<file path="src/rtl/prog_sequencer.sv">
// Fetch/execute state sequencer driving the control-unit state code.
// Optional retired-instruction counter: define SEQ_INSTR_COUNT_EN.
module prog_sequencer #(
  parameter int IR_WIDTH     = 16,
  parameter int OPCODE_WIDTH = 6,
  parameter int STATE_WIDTH  = 6,
  parameter int WAIT_TIMEOUT = 15,
  parameter int COUNT_WIDTH  = 16
) (
  input  logic                   clock,
  input  logic                   reset,
  input  logic                   start,
  input  logic                   stop,
  input  logic [IR_WIDTH-1:0]    IR,
  input  logic                   z_flag,
  input  logic                   mem_wait,
  output logic [STATE_WIDTH-1:0] state,
  output logic                   busy,
  output logic                   done,
  output logic                   error,
  output logic [COUNT_WIDTH-1:0] instr_count
);

  localparam int WCW = (WAIT_TIMEOUT < 2) ? 1 : $clog2(WAIT_TIMEOUT + 1);

  typedef enum logic [STATE_WIDTH-1:0] {
    IDLE   = STATE_WIDTH'(0),  FETCH1 = STATE_WIDTH'(1),  FETCH2 = STATE_WIDTH'(2),
    FETCH3 = STATE_WIDTH'(3),  CLAC   = STATE_WIDTH'(4),  LDAC1  = STATE_WIDTH'(5),
    LDAC2  = STATE_WIDTH'(6),  LDAC3  = STATE_WIDTH'(7),  LDAC4  = STATE_WIDTH'(8),
    STAC1  = STATE_WIDTH'(9),  STAC2  = STATE_WIDTH'(10), STAC3  = STATE_WIDTH'(11),
    STAC4  = STATE_WIDTH'(12), MVACR  = STATE_WIDTH'(13), MVRAC  = STATE_WIDTH'(14),
    ADD    = STATE_WIDTH'(15), MUL    = STATE_WIDTH'(16), SUB    = STATE_WIDTH'(17),
    INCAC  = STATE_WIDTH'(18), JUMP1  = STATE_WIDTH'(19), JUMP2  = STATE_WIDTH'(20),
    JMPZY1 = STATE_WIDTH'(21), JMPZY2 = STATE_WIDTH'(22), JMPZN  = STATE_WIDTH'(23),
    END    = STATE_WIDTH'(24), ERROR  = STATE_WIDTH'(25)
  } state_t;

  state_t cur, nxt;
  logic [WCW-1:0] wait_cnt, wait_nxt;
  logic [OPCODE_WIDTH-1:0] opcode;
  logic stall, boundary;
  logic unused_ir;

  assign opcode    = IR[IR_WIDTH-1 -: OPCODE_WIDTH];
  assign unused_ir = ^IR[IR_WIDTH-OPCODE_WIDTH-1:0];

  assign stall    = cur inside {FETCH2, LDAC2, LDAC3, STAC2, STAC3};
  assign boundary = cur inside {CLAC, LDAC4, STAC4, MVACR, MVRAC, ADD, MUL, SUB,
                                INCAC, JUMP2, JMPZY2, JMPZN};

  always_comb begin
    nxt      = cur;
    wait_nxt = '0;
    case (cur)
      IDLE:   if (start) nxt = FETCH1;
      FETCH1: nxt = FETCH2;
      FETCH2: nxt = FETCH3;
      FETCH3: begin
        case (int'(opcode))
          0:       nxt = END;
          1:       nxt = CLAC;
          2:       nxt = LDAC1;
          3:       nxt = STAC1;
          4:       nxt = MVACR;
          5:       nxt = MVRAC;
          6:       nxt = ADD;
          7:       nxt = MUL;
          8:       nxt = SUB;
          9:       nxt = INCAC;
          10:      nxt = JUMP1;
          11:      nxt = z_flag ? JMPZY1 : JMPZN;
          default: nxt = ERROR;
        endcase
      end
      LDAC1:  nxt = LDAC2;
      LDAC2:  nxt = LDAC3;
      LDAC3:  nxt = LDAC4;
      STAC1:  nxt = STAC2;
      STAC2:  nxt = STAC3;
      STAC3:  nxt = STAC4;
      JUMP1:  nxt = JUMP2;
      JMPZY1: nxt = JMPZY2;
      END:    nxt = IDLE;
      ERROR:  nxt = ERROR;
      default: if (!boundary) nxt = ERROR;
    endcase
    if (boundary) nxt = stop ? IDLE : FETCH1;
    // A stall holds the state; the counter only survives while the state is held.
    if (stall && mem_wait) begin
      if (WAIT_TIMEOUT != 0 && wait_cnt == WCW'(WAIT_TIMEOUT)) begin
        nxt = ERROR;
      end else begin
        nxt      = cur;
        wait_nxt = (WAIT_TIMEOUT != 0) ? wait_cnt + 1'b1 : '0;
      end
    end
  end

  always_ff @(posedge clock or posedge reset) begin
    if (reset) begin
      cur      <= IDLE;
      wait_cnt <= '0;
      done     <= 1'b0;
      error    <= 1'b0;
    end else begin
      cur      <= nxt;
      wait_cnt <= wait_nxt;
      done     <= (cur == END);
      error    <= error | (nxt == ERROR);
    end
  end

  assign state = cur;
  assign busy  = (cur != IDLE);

`ifdef SEQ_INSTR_COUNT_EN
  always_ff @(posedge clock or posedge reset) begin
    if (reset)                    instr_count <= '0;
    else if (boundary || cur == END) instr_count <= instr_count + 1'b1;
  end
`else
  assign instr_count = '0;
`endif

endmodule

</file>
<file path="config.mk">
export PLATFORM = sky130hd
export DESIGN_NAME = prog_sequencer
export DESIGN_NICKNAME = d
export VERILOG_FILES = /design/src/rtl/prog_sequencer.sv
export SDC_FILE = /design/constraint.sdc
export NUM_CORES = 1
export LEC_CHECK = 0
export CORE_MARGIN = 3
export CORE_UTILIZATION = 45
export DETAILED_ROUTE_END_ITERATION = 16
export PLACE_DENSITY = 0.85
export SETUP_SLACK_MARGIN = 0.3
export SYNTH_ARGS = -nofsm -noshare
export SYNTH_HDL_FRONTEND = slang
export SYNTH_SLANG_ARGS = --single-unit
export TNS_END_PERCENT = 100
</file>
<file path="constraint.sdc">
create_clock -name clock -period 5.85 [get_ports clock]
set_clock_uncertainty 0.2 [all_clocks]
set_input_delay 1.17 -clock clock [delete_from_list [all_inputs] [get_ports clock]]
set_output_delay 1.17 -clock clock [all_outputs]
set_load 0.05 [all_outputs]
</file>
==> impl_metrics.ini, run 1 <==
[global_route]
grt_pass1_vias = 926
grt_pass1_wl_um = 4030
grt_overflow = 0
grt_util_met3_pct = 3.97
grtUsageMet2_pct = 30.9
grt_start_max_net_pins = 17
antenna_found_initial = 0
grt_usage_pct = 16.0
gr-usage-met1_pct = 17.7
top_usage_layer = met2

[synthesis]
syn-instance-count = 133
ys_seq_elements = 12
synth_cell_types = 48
synth.top_cells.by_area = dfrtp_1 27%, buf_4 12%, nor2_1 5.5%
netlist_top_cells_count = 17 x buf_4, 16 x nor2_1, 12 x dfrtp_1
ys_seq_area_share_pct = 27.5
synth_edf_count = 0
netlist.area_leader.share_pct = 27.5
avgSynthCellArea_um2 = 8.21
yosysTopAreaCell = dfrtp_1
async_flop_share_pct = 100
ys_warn_count = 0
syn-cell-area_um2 = 1090
synth-main-ff-cell = dfrtp_1
yosysMostFrequentCell = buf_4

[finish]
layout.area.seq_um2 = 300
diodes = 0
final_design_area_no_fill_um2 = 1240
final_util_pct = 54.9
multi_input_area_um2 = 657
layout.nets = 171
fillers = 224
drive_above_1_share_pct = 9.59
area_growth_pct = 13.3

[power_and_ir_drop]
p_leak_uw = 0.000479
intPower_uw = 117
seqPwrFrac_pct = 48.3
ir_drop_uv = 136
power_density_nw_per_um2 = 142
clkPwrFrac_pct = 27.1
combPwrFrac_pct = 24.6
p_sw_share_pct = 33.1
p_sw_uw = 58.0

[route]
wl_per_cell_um = 13.6
drc = 0
via_per_inst = 5.51
drt_iter0_drc = 24
first_pass_iters = 4
wl_um = 2370
postRouteAntennaNets = 0
vias = 958

[clock_tree]
cts_inserted_buffers = 3
cts_resized = 0
cts_root_buf = clkbuf_4
clk_latency_ns = 0.26
clkTransAtPathRegs_ns = 0.07
cts_tree = yes
cts_buffer_depth = 2
htreeDepth = 1
cts_sinks = 12
post-cts-setup-buffer-count = 0
ctsHoldBuffers = 0

[hold_path]
hold_start = wait_cnt[0]
min_to = wait_cnt[0]
min_path_type = flop to flop
hold_depth = 1

[critical_path]
max_stage_delay_ns = 0.80
r2r-start = state[0]
critPathKind = flop to primary output
cp.required_ns = 4.48
rr_endpoint = error
path_max_fanout = 16
critPathCaptureType = primary output
r2r_cells = 6
ff2ff_setup_slack_ns = 3.47
cpLargestDelayFamily = buffers and inverters
cp_num_buf_inv = 1
path_cells = nor2_1 > nand3_1 > clkdlybuf4s50_1
critPathLaunchType = flop
arrival_ns = 1.92
slowest_stage = clkdlybuf4s50_1

[timing]
hold_viol = 0
finalSetupTns_ns = 0
period_share_pct = 56.3
slew_viol_final = 0
hold_slack_ns = 0.278
grt_setup_unrepaired = false
fmax_ghz = 0.304
setup_violations = 0
worst_pin_slew_ns = 0.497
maxSlewHeadroom_pct = 66.8
finalCriticalPeriod_ns = 3.29

[floorplanning]
die_area_um2 = 3050
core-area_um2 = 2250
die_w_um = 55.3
rows = 17
initial_core_util_pct = 48.4
dieHeight_um = 55.3
pin_count = 47

[placed_design]
place.detailed.hpwl_um = 1880
place_congestion = 0.804
placed_area_um2 = 1210
port_buffers = 20

[run_status]
status = finished clean

[flow_run]
max-cap-violations = 0
-- power groups by stage --
stage               Combinational (uW)  Clock (uW)  Sequential, uW
floorplan                         41.5           0            86.3
global placement                  41.9           0            86.2
detailed placement                42.9           0            86.2
CTS                               42.9        50.8            84.6
global route                      45.6        54.7            84.8
finish                            43.2        47.6            84.6
-- sequential cells by signal, summed over array words and instances, names as in the netlist --
register and flops:
error 1, state 6, done 1, wait_cnt 4
-- layout by cell type, fill, tap and decap left out, types with 2 or more instances in the layout --
| cell | synthesis | layout |
|---|---|---|
| clkdlybuf4s50_1 | 0 | 20 |
| conb_1 | 1 | 17 |
| nor2_1 | 16 | 16 |
| dfrtp_1 | 12 | 12 |
| nand2_1 | 7 | 7 |
| nand3_1 | 6 | 6 |
| inv_1 | 6 | 6 |
| o21ai_0 | 6 | 6 |
| nor2b_1 | 5 | 5 |
| a21oi_1 | 3 | 3 |
| a22oi_1 | 3 | 3 |
| clkbuf_4 | 0 | 3 |
| nor3_1 | 2 | 2 |
| o211ai_1 | 2 | 2 |
| xor2_1 | 2 | 2 |
| nand3b_1 | 2 | 2 |
| o32ai_1 | 2 | 2 |
| a31oi_1 | 2 | 2 |
| and2_1 | 2 | 2 |
| o22ai_1 | 2 | 2 |
-- final cells by class --
| cell class | instances | share of cell area (%) |
|---|---|---|
| multi-input cells | 105 | 53.1 |
| flip-flops and latches | 12 | 24.3 |
| repair buffers | 20 | 16.2 |
| well taps | 28 | 2.83 |
| clock buffers | 3 | 1.82 |
| inverters | 6 | 1.82 |
-- kinds of logic (layout without fill, tap and decap cells) --
group                      after synthesis  after routing  synth area share [%]
AOI/OAI and AO/OA                       33             33                  23.7
DFF                                     12             12                  27.5
adders and majority gates                1              1                  1.15
other                                    1             17                 0.343
muxes                                    1              1                  1.03
buffers and inverters                   32             29                  17.9
and+or+nand+nor                         50             50                  26.0
xor gates and xnor gates                 3              3                  2.41
-- worst register-to-register path, stage by stage, from the launching register on --
cell,delay (ns)
dfrtp_1,0.63
or3b_4,0.47
nand4_2,0.17
nor2b_1,0.25
nand2_1,0.12
o21a_1,0.21
a41o_1,0.22
-- metal layers --
metal,wire length (um),up-vias,share of wire (%)
li1,-,467,-
met3,122,0,5.2
met2,1310,29,56
met1,930,462,39
met4,0,0,0
met5,0,-,0
-- worst max path at each step --
stage | slack [ns] | start | to | cells past startpoint
after floorplan | 3.03 | state[0] | busy | 3
after global placement | 2.80 | IR[13] | error | 7
after detailed placement | 2.71 | IR[13] | error | 7
after CTS | 2.54 | state[0] | busy | 3
after global routing | 2.39 | state[0] | busy | 3
final | 2.56 | state[0] | busy | 3
-- per-stage QoR --
stage	setup WS (ns)	std cells	power (uW)
global route	2.39	174	185
CTS	2.54	174	178
finish	2.56	174	175
global placement	2.80	171	128
floorplan	3.03	149	128
detailed placement	2.71	171	129
(Power assumes the default switching activity.)
==> inputs of run 2 (changes only) <==
--- a/config.mk
+++ b/config.mk
@@ -6,9 +6,9 @@
 export NUM_CORES = 1
 export LEC_CHECK = 0
 export CORE_MARGIN = 3
-export CORE_UTILIZATION = 45
+export CORE_UTILIZATION = 38
 export DETAILED_ROUTE_END_ITERATION = 16
-export PLACE_DENSITY = 0.85
+export PLACE_DENSITY = 0.76
 export SETUP_SLACK_MARGIN = 0.3
 export SYNTH_ARGS = -nofsm -noshare
 export SYNTH_HDL_FRONTEND = slang
==> constraint.sdc (replaced) <==
create_clock -name clock -period 2.9 [get_ports clock]
set_clock_uncertainty 0.2 [all_clocks]
set_input_delay 0.58 -clock clock [delete_from_list [all_inputs] [get_ports clock]]
set_output_delay 0.58 -clock clock [all_outputs]
set_load 0.05 [all_outputs]
==> impl_metrics.ini, run 2 (synthesized netlist as in run 1, its figures left out) <==
[critical_path]
max_stage_delay_ns = 0.88
critPathLaunchType = flop
path_max_fanout = 12
arrival_ns = 1.73
slowest_stage = clkdlybuf4s50_1
critPathCaptureType = primary output
critPathKind = flop to primary output
cpLargestDelayFamily = buffers and inverters
cp.required_ns = 2.12
path_cells = clkdlybuf4s50_1
cp_num_buf_inv = 1

[placed_design]
port_buffers = 20
dp_slack_ns = 0.334
placed_area_um2 = 1230
place.detailed.hpwl_um = 1890
place_congestion = 0.809
dp_cells = 175

[clock_tree]
ctsHoldBuffers = 0
htreeDepth = 1
cts_buffer_depth = 2
cts_root_buf = clkbuf_4
clk_latency_ns = 0.27
cts_inserted_buffers = 3
clkTransAtPathRegs_ns = 0.07
cts_tree = yes
post-cts-setup-buffer-count = 0
cts_sinks = 12

[run_status]
status = finished clean

[power_and_ir_drop]
p_leak_uw = 0.000493
power_density_nw_per_um2 = 304
power_uw = 387
ir_drop_uv = 318

[timing]
period_share_pct = 86.4
setup_violations = 0
finalCriticalPeriod_ns = 2.51
maxSlewHeadroom_pct = 66.4
worst_pin_slew_ns = 0.502
fmax_ghz = 0.399
hold_viol = 0
worst_slack_ns = 0.394
grt_setup_unrepaired = false
finalSetupTns_ns = 0
slew_viol_final = 0

[floorplanning]
die_area_um2 = 3550
core-area_um2 = 2610
die_w_um = 59.6
rows = 18
dieHeight_um = 59.6
initial_core_util_pct = 41.8
pin_count = 47

[finish]
area_growth_pct = 16.3
final_common_cell = clkdlybuf4s50_1
instances_no_fill = 179
diodes = 0
multi_input_area_um2 = 657
layout_common_cells = 18 x clkdlybuf4s50_1, 17 x conb_1, 16 x nor2_1
layout.area.seq_um2 = 300
fillers = 257
final_design_area_no_fill_um2 = 1270
drive_above_1_share_pct = 11.4
largest_reg_flops = 6
layout.nets = 173

[hold_path]
min_path_type = flop to flop

[global_route]
grt_util_met3_pct = 5.01
grt_overflow = 0
top_usage_layer = met2
grt_start_max_net_pins = 17
grt_pass1_vias = 895
grtUsageMet2_pct = 23.7
antenna_found_initial = 0
gr-usage-met1_pct = 18.0
grt_usage_pct = 14.5
grt_pass1_wl_um = 3970

[route]
via_per_inst = 5.45
wl_per_cell_um = 13.2
drt_iter0_drc = 59
first_pass_iters = 4
postRouteAntennaNets = 0
drc = 0
vias = 976
wl_um = 2360

[flow_run]
max-cap-violations = 0
run 2: cell types whose count changed in the layout (fill, tap and decap cells not counted):
cell             delta
buf_4               +2
clkbuf_8            +1
clkdlybuf4s50_1     -2
dlygate4sd2_1       +1
dlymetal6s2s_1      +1
run 2: final cells by class:
class                           instances  area share, %
Tap cell                               30           2.96
Sequential cell                        12           23.6
Timing Repair Buffer                   22           17.0
Inverter                                6           1.77
Multi-Input combinational cell        105           51.7
Clock buffer                            4           2.86
run 2: repair_timing:
action	in CTS	in global routing
setup endpoints to repair	1	1
hold endpoints to repair	0	0
pin swaps	0	0
resized for setup	1	1
run 2: metal layers:
metal	up-vias	routed length, um
met5	-	0
met4	0	38
met3	4	203
met2	44	1200
met1	453	923
li1	475	-
run 2: path summary, 6_finish.rpt:
kind / startpoint / endpoint / depth (start not counted) / slack (ns)
worst max register to register: state[0] / error / 6 / 0.50
worst max-delay path: state[1] / state[1] / 1 / 0.39
max in group asynchronous: reset / wait_cnt[1] / 2 / 1.79
worst min-delay path: wait_cnt[0] / wait_cnt[0] / 1 / 0.27
min in group asynchronous: reset / error / 2 / 0.41
worst min register to register: wait_cnt[0] / wait_cnt[0] / 1 / 0.27
run 2: power breakdown:
group | total, uW | leakage, uW | internal [uW] | switching [uW]
Clock | 128 | 0.0000210 | 76.2 | 51.6
Combinational | 90.2 | 0.000327 | 21.8 | 68.5
Sequential | 169 | 0.000144 | 168 | 0.680
Total | 387 | 0.000493 | 266 | 121
run 2: per-stage QoR:
stage                     utilization, %  hold WS, ns
after CTS                           48.5        0.271
final                               48.6        0.272
after global placement              47.2        0.252
after global routing                48.6        0.298
after floorplan                        -        0.230
after detailed placement            47.2        0.260
==> inputs of run 3 (changes only) <==
--- a/config.mk
+++ b/config.mk
@@ -8,7 +8,7 @@
 export CORE_MARGIN = 3
 export CORE_UTILIZATION = 38
 export DETAILED_ROUTE_END_ITERATION = 16
-export PLACE_DENSITY = 0.76
+export PLACE_DENSITY = 0.85
 export SETUP_SLACK_MARGIN = 0.3
 export SYNTH_ARGS = -nofsm -noshare
 export SYNTH_HDL_FRONTEND = slang
==> impl_metrics.ini, run 3 (synthesized netlist as in run 1, its figures left out) <==
[route]
first_pass_iters = 4
postRouteAntennaNets = 0
wl_per_cell_um = 13.2
vias = 980
via_per_inst = 5.51
wl_um = 2350
drc = 0
drt_iter0_drc = 56

[clock_tree]
htreeDepth = 1
cts_root_buf = clkbuf_4
clkTransAtPathRegs_ns = 0.07
cts_inserted_buffers = 3
ctsHoldBuffers = 0
cts_sinks = 12
clk_latency_ns = 0.27
post-cts-setup-buffer-count = 0
cts_buffer_depth = 2
cts_tree = yes

[finish]
final_common_cell = conb_1
final_design_area_no_fill_um2 = 1270
diodes = 0
final_util_pct = 48.5
drive_above_1_share_pct = 10.8
layout.nets = 172
layout_common_cells = 17 x conb_1, 16 x nor2_1, 16 x clkdlybuf4s50_1
area_growth_pct = 16.0
largest_reg_flops = 6

[timing]
period_share_pct = 86.1
setup_violations = 0
maxSlewHeadroom_pct = 65.9
finalCriticalPeriod_ns = 2.50
grt_setup_unrepaired = false
worst_pin_slew_ns = 0.511
fmax_ghz = 0.401
slew_viol_final = 0
finalSetupTns_ns = 0
hold_viol = 0
hold_slack_ns = 0.264

[power_and_ir_drop]
seqPwrFrac_pct = 44.2
p_sw_uw = 121
ir_drop_uv = 360
power_density_nw_per_um2 = 305
combPwrFrac_pct = 22.6
p_leak_uw = 0.000516
clkPwrFrac_pct = 33.2
p_sw_share_pct = 31.4
intPower_uw = 265

[placed_design]
place.detailed.hpwl_um = 1790
port_buffers = 20
placed_area_um2 = 1220
place_congestion = 0.875

[critical_path]
max_stage_delay_ns = 0.88
cp_num_buf_inv = 1
critPathKind = flop to primary output
r2r-start = state[0]
critPathLaunchType = flop
critPathCaptureType = primary output
cp.required_ns = 2.12
cp-startpoint = state[4]
path_cells = clkdlybuf4s50_1
path_max_fanout = 12
slowest_stage = clkdlybuf4s50_1
cpLargestDelayFamily = buffers and inverters
arrival_ns = 1.72

[global_route]
antenna_found_initial = 0
grt_pass1_wl_um = 3740
grt_overflow = 0
grt_start_max_net_pins = 17
grt_usage_pct = 13.4
grt_pass1_vias = 869

[floorplanning]
pin_count = 47
rows = 18
die_area_um2 = 3550
core-area_um2 = 2610
initial_core_util_pct = 41.8
dieHeight_um = 59.6
die_w_um = 59.6

[hold_path]
min_path_type = flop to flop
hold_start = wait_cnt[0]

[flow_run]
max-cap-violations = 0

[run_status]
status = finished clean
[run 3: what timing repair did]
action                     4_1_cts  5_1_grt
setup endpoints to repair        1        3
resized for setup                1        3
pin swaps                        0        0
[run 3: routing by layer]
metal  part of all wire (%)  up-vias  global-route usage (%)  wire length, um
met5                      0        -                       0                0
li1                       -      470                       -                -
met3                    9.6        2                    4.14              226
met1                     41      452                    16.6              958
met2                     49       56                    22.9             1150
met4                   0.60        0                    2.53               14
[run 3: final cells by class]
class / count / area [um2]
tap: 30 / 37.5
timing repair buffer: 21 / 214
fill: 266 / 1350
inverter: 6 / 22.5
clock buffer: 4 / 36.3
sequential: 12 / 300
multi-input combinational: 105 / 657
[run 3: worst reg2reg max path, cell delays in order, from the launching register on]
cell	delay (ns)
dfrtp_1	0.62
or3b_4	0.47
nand4_2	0.19
nor2b_1	0.26
nand2_1	0.11
o21a_1	0.21
a41o_1	0.22
[run 3: power by group through the flow]
stage | clock (uW) | sequential, uW | combinational [uW]
2_1_floorplan | 0 | 174 | 83.6
3_3_place_gp | 0 | 174 | 85.0
3_5_place_dp | 0 | 174 | 86.5
4_1_cts | 135 | 171 | 86.7
5_1_grt | 143 | 171 | 92.7
6_report | 128 | 171 | 87.3
[run 3: final timing paths]
kind / end / slack, ns / cells past startpoint
worst max-delay path: state[4] / 0.40 / 1
worst min-delay path: wait_cnt[0] / 0.26 / 1
worst max register to register: error / 0.51 / 6
worst min register to register: wait_cnt[0] / 0.26 / 1
max in group asynchronous: wait_cnt[1] / 1.80 / 2
min in group asynchronous: wait_cnt[3] / 0.40 / 2
[run 3: through the flow]
stage               setup slack, ns  power (uW)  instances
floorplan                     0.546         258        149
global placement              0.437         259        174
detailed placement            0.410         260        174
CTS                           0.319         392        178
global route                  0.317         406        178
finish                        0.404         386        178
